$ cat config.mk
export PLATFORM = sky130hd
export DESIGN_NAME = mean_unpooling
export DESIGN_NICKNAME = d
export VERILOG_FILES = /design/src/rtl/mean_unpooling.sv
export SDC_FILE = /design/constraint.sdc
export NUM_CORES = 1
export LEC_CHECK = 0
export ABC_AREA = 1
export CORE_MARGIN = 2
export CORE_UTILIZATION = 45
export CTS_CLUSTER_DIAMETER = 50
export CTS_CLUSTER_SIZE = 10
export DETAILED_ROUTE_END_ITERATION = 7
export PLACE_DENSITY_LB_ADDON = 0.2
export SLEW_MARGIN = 10
export SYNTH_ARGS = -nofsm -noshare
export SYNTH_HDL_FRONTEND = slang
export SYNTH_SLANG_ARGS = --single-unit
$ cat constraint.sdc
create_clock -name clk -period 3.8 [get_ports clk]
set_input_delay 0.76 -clock clk [delete_from_list [all_inputs] [get_ports clk]]
set_output_delay 0.76 -clock clk [all_outputs]
set_load 0.02 [all_outputs]
$ cat src/rtl/mean_unpooling.sv
// Mean-unpooling expander: takes one pooled fixed-point scalar and streams it out
// as a size-element vector of scalar/size (or plain broadcast), also collected into om.
module mean_unpooling #(
    parameter int IL     = 4,
    parameter int FL     = 16,
    parameter int size   = 4,
    parameter int width  = $clog2(size),
    parameter int DIVIDE = 1,
    localparam int W     = IL + FL
) (
    input  logic                      clk,
    input  logic                      rst_n,
    input  logic                      en,
    input  logic                      in_valid,
    output logic                      in_ready,
    input  logic [W-1:0]              im,
    output logic                      out_valid,
    input  logic                      out_ready,
    output logic [W-1:0]              out_data,
    output logic [width-1:0]          out_idx,
    output logic [size-1:0][W-1:0]    om,
    output logic                      done
);

    typedef enum logic [1:0] {
        IDLE,
        EMIT,
        DONE
    } state_t;

    localparam logic [width-1:0] LAST = width'(size - 1);

    state_t           state;
    state_t           state_next;
    logic [W-1:0]     q;
    logic [width-1:0] pointer;
    logic [W-1:0]     im_div;

    // Arithmetic shift divides by the power-of-two size, rounding toward -inf.
    assign im_div = W'($signed(im) >>> width);

    // NOTE: sequential state uses non-blocking (<=) so every register samples pre-edge values.
    always_ff @(posedge clk or negedge rst_n) begin
        if (!rst_n) begin
            state <= IDLE;
        end else if (en) begin
            state <= state_next;
        end
    end

    // NOTE: every combinational output gets a default first so no latch is inferred.
    always_comb begin
        state_next = state;
        unique case (state)
            IDLE:    if (in_valid && in_ready) state_next = EMIT;
            EMIT:    if (out_valid && out_ready && (pointer == LAST)) state_next = DONE;
            DONE:    state_next = IDLE;
            default: state_next = IDLE;
        endcase
    end

    always_comb begin
        in_ready  = 1'b0;
        out_valid = 1'b0;
        unique case (state)
            IDLE:    in_ready  = en && rst_n;
            EMIT:    out_valid = en;
            default: ;
        endcase
    end

    // NOTE: om is a register bank (not RAM) and must read back as zero after reset, so it is reset.
    always_ff @(posedge clk or negedge rst_n) begin
        if (!rst_n) begin
            q       <= '0;
            pointer <= '0;
            om      <= '0;
            done    <= 1'b0;
        end else if (en) begin
            done <= (state_next == DONE);
            unique case (state)
                IDLE: begin
                    if (in_valid && in_ready) begin
                        q       <= (DIVIDE != 0) ? im_div : im;
                        pointer <= '0;
                    end
                end
                EMIT: begin
                    if (out_valid && out_ready) begin
                        om[pointer] <= q;
                        if (pointer != LAST) pointer <= pointer + width'(1);
                    end
                end
                default: ;
            endcase
        end
    end

    assign out_data = q;
    assign out_idx  = pointer;

endmodule

==> results.cfg <==
[timing]
maxSlewViolCount = 0
setup_violations = 0
timing.fmax_mhz = 338.4
rsz0062_at_grt = no
fin_skew_ns = 0.01009
hold_viol = 0
setup_ws_ns = 0.8445
worst_slew_pin_slew_ns = 0.6150
fin_crit_ns = 2.956
finalCritPeriodShare_pct = 77.78
tns_ns = 0
slew_headroom_pct = 59.00

[clock_tree]
cts-htree-levels = 3
clk_pin_slew_ns = 0.08
numCtsBuffers = 9
cts_tree = yes
clk_latency_ns = 0.34
clk_path_buf_depth = 2
post_cts_buffers = 0
clockRootBuffer = clkbuf_8
cts.sinks = 95
cts_hold_buf = 0
ctsResizeCount = 0

[yosys]
syn_nets = 388
synth_top_area_share_pct = 64.15
synth.ff_latch_count = 95
netlist_area_um2 = 3706
netlist_instances = 359
avgSynthCellArea_um2 = 10.32
yosysSeqAreaShare_pct = 64.15
synthTopCellsByArea = dfrtp_1 (64%), nand2_1 (10%), o21ai_0 (8.6%)
post-synth-top-area-cell = dfrtp_1
ys_warn_count = 0
synth_cell_types = 21

[setup_path]
rr_startpoint = state[1]
critPathLaunch = en
critPathKind = input pin to primary output
cp-end-kind = primary output
crit_arrival_ns = 2.20
worstPathMaxFanout = 6
required_ns = 3.04
start_kind = input pin

[detailed_routing]
drt-total-wl_mm = 8.488
wl_per_cell_um = 14.56
remaining_drc_errors = 0
via_per_inst = 4.854
first_iter_violations = 110
dr.pass1.iters = 4
drtAntennaViolNets = 0
num_vias = 2830

[pwr]
p_leak_uw = 0.002330
peakVddDrop_v = 0.0004565
powerDensity_nw_per_um2 = 776.1

[outcome]
status = complete, no violations

[finish]
final_common_cell = clkdlybuf4s50_1
final_cell_mix = clkdlybuf4s50_1 (126), nand2_1 (99), dfrtp_1 (95), o21ai_0 (64), o21ai_1 (29)
syn_to_final_growth_pct = 38.32
multi_input_area_um2 = 1006
seq_area_um2 = 2377
fillers = 698
diodes = 0
drive_gt1_share_pct = 5.649
final_nets = 503

[worst_hold_path]
hold_start = om[66]
hold_class = flop to flop

[floorplan]
die_h_um = 94.75
die_width_um = 94.75
io_pins = 130
num_rows = 33
core-area_um2 = 8093
die_area_um2 = 8978
initial_core_util_pct = 45.79

[placed_design]
dp_hpwl_mm = 5.823
place_ws_ns = 0.8416
numPortBuffers = 127
globalplace.congestion = 0.7277

[grt]
gr-usage-all-layers_pct = 19.64
grt_max_degree = 51
antenna_found_initial = 0
grt_pass1_vias = 2745
overflow = 0
grt_pass1_wl_mm = 13.54

[run]
maxCapViolCount = 0
-- routing by layer --
layer | vias to the layer above | part of all wire (%) | global-route usage [%]
li1 | 1372 | - | -
met1 | 1357 | 46 | 25.90
met2 | 90 | 47 | 32.09
met3 | 11 | 5.9 | 4.868
met4 | 0 | 1.3 | 6.280
met5 | - | 0 | 0
-- worst paths after layout --
path                                     to  slack, ns  cells past startpoint
worst min-delay path                 om[66]       0.49                      2
worst max register to register  out_data[0]       2.13                      6
worst min register to register       om[66]       0.49                      2
min in group asynchronous       out_data[1]       0.53                      2
max in group asynchronous             om[7]       2.23                      3
worst max-delay path               in_ready       0.84                      4
-- where the power goes --
part / total (µW) / switching (µW) / leakage, µW / internal (µW)
Combinational: 1710 / 920 / 0.000970 / 785
Clock: 718 / 332 / 0.000109 / 386
Sequential: 1550 / 211 / 0.00125 / 1340
-- kinds of logic after synthesis --
logic type	share of synthesized area, %
flip-flops	64.15
adder cells (fa/ha/maj)	1.350
buffers and inverters	8.710
AND/OR/NAND/NOR	13.10
AO/OA/AOI/OAI	12.69
-- metrics by stage --
step                      power [µW]  cells  hold slack, ns  utilization [%]  area, µm²
after floorplan                 2417    359          0.4644                -       3706
after global placement          3246    568          0.4648            60.64       4907
after detailed placement        3292    568          0.4728            60.64       4907
after CTS                       4019    583          0.4942            63.34       5126
after global routing            4218    583          0.5221            63.34       5126
final                           3978    583          0.4911            63.34       5126
-- flip-flops by register name, summed over array words and instances, names as in the netlist --
name      cells
om           72
out_data     18
state         2
out_idx       2
done          1
-- synthesized netlist by cell type, drive strengths merged --
master	number
a21oi	1
buf	24
clkbuf	2
clkinv	1
dfrtp	95
ha	4
inv	26
nand2	104
nand3b	1
nand4	2
nor2	5
nor3	1
o21ai	93
-- final cells by class --
cell class	instances	area share [%]
multi-input combinational	211	19.62
clock inverter	5	1.587
sequential	95	46.38
clock buffer	10	2.685
inverter	27	1.977
timing repair buffer	130	25.19
tap	105	2.563
-- critical path, stage by stage --
cell	delay, ns
clkdlybuf4s50_1	0.59
nand2_1	0.09
nor3_1	0.13
clkdlybuf4s50_1	0.62
(Power assumes the default switching activity.)
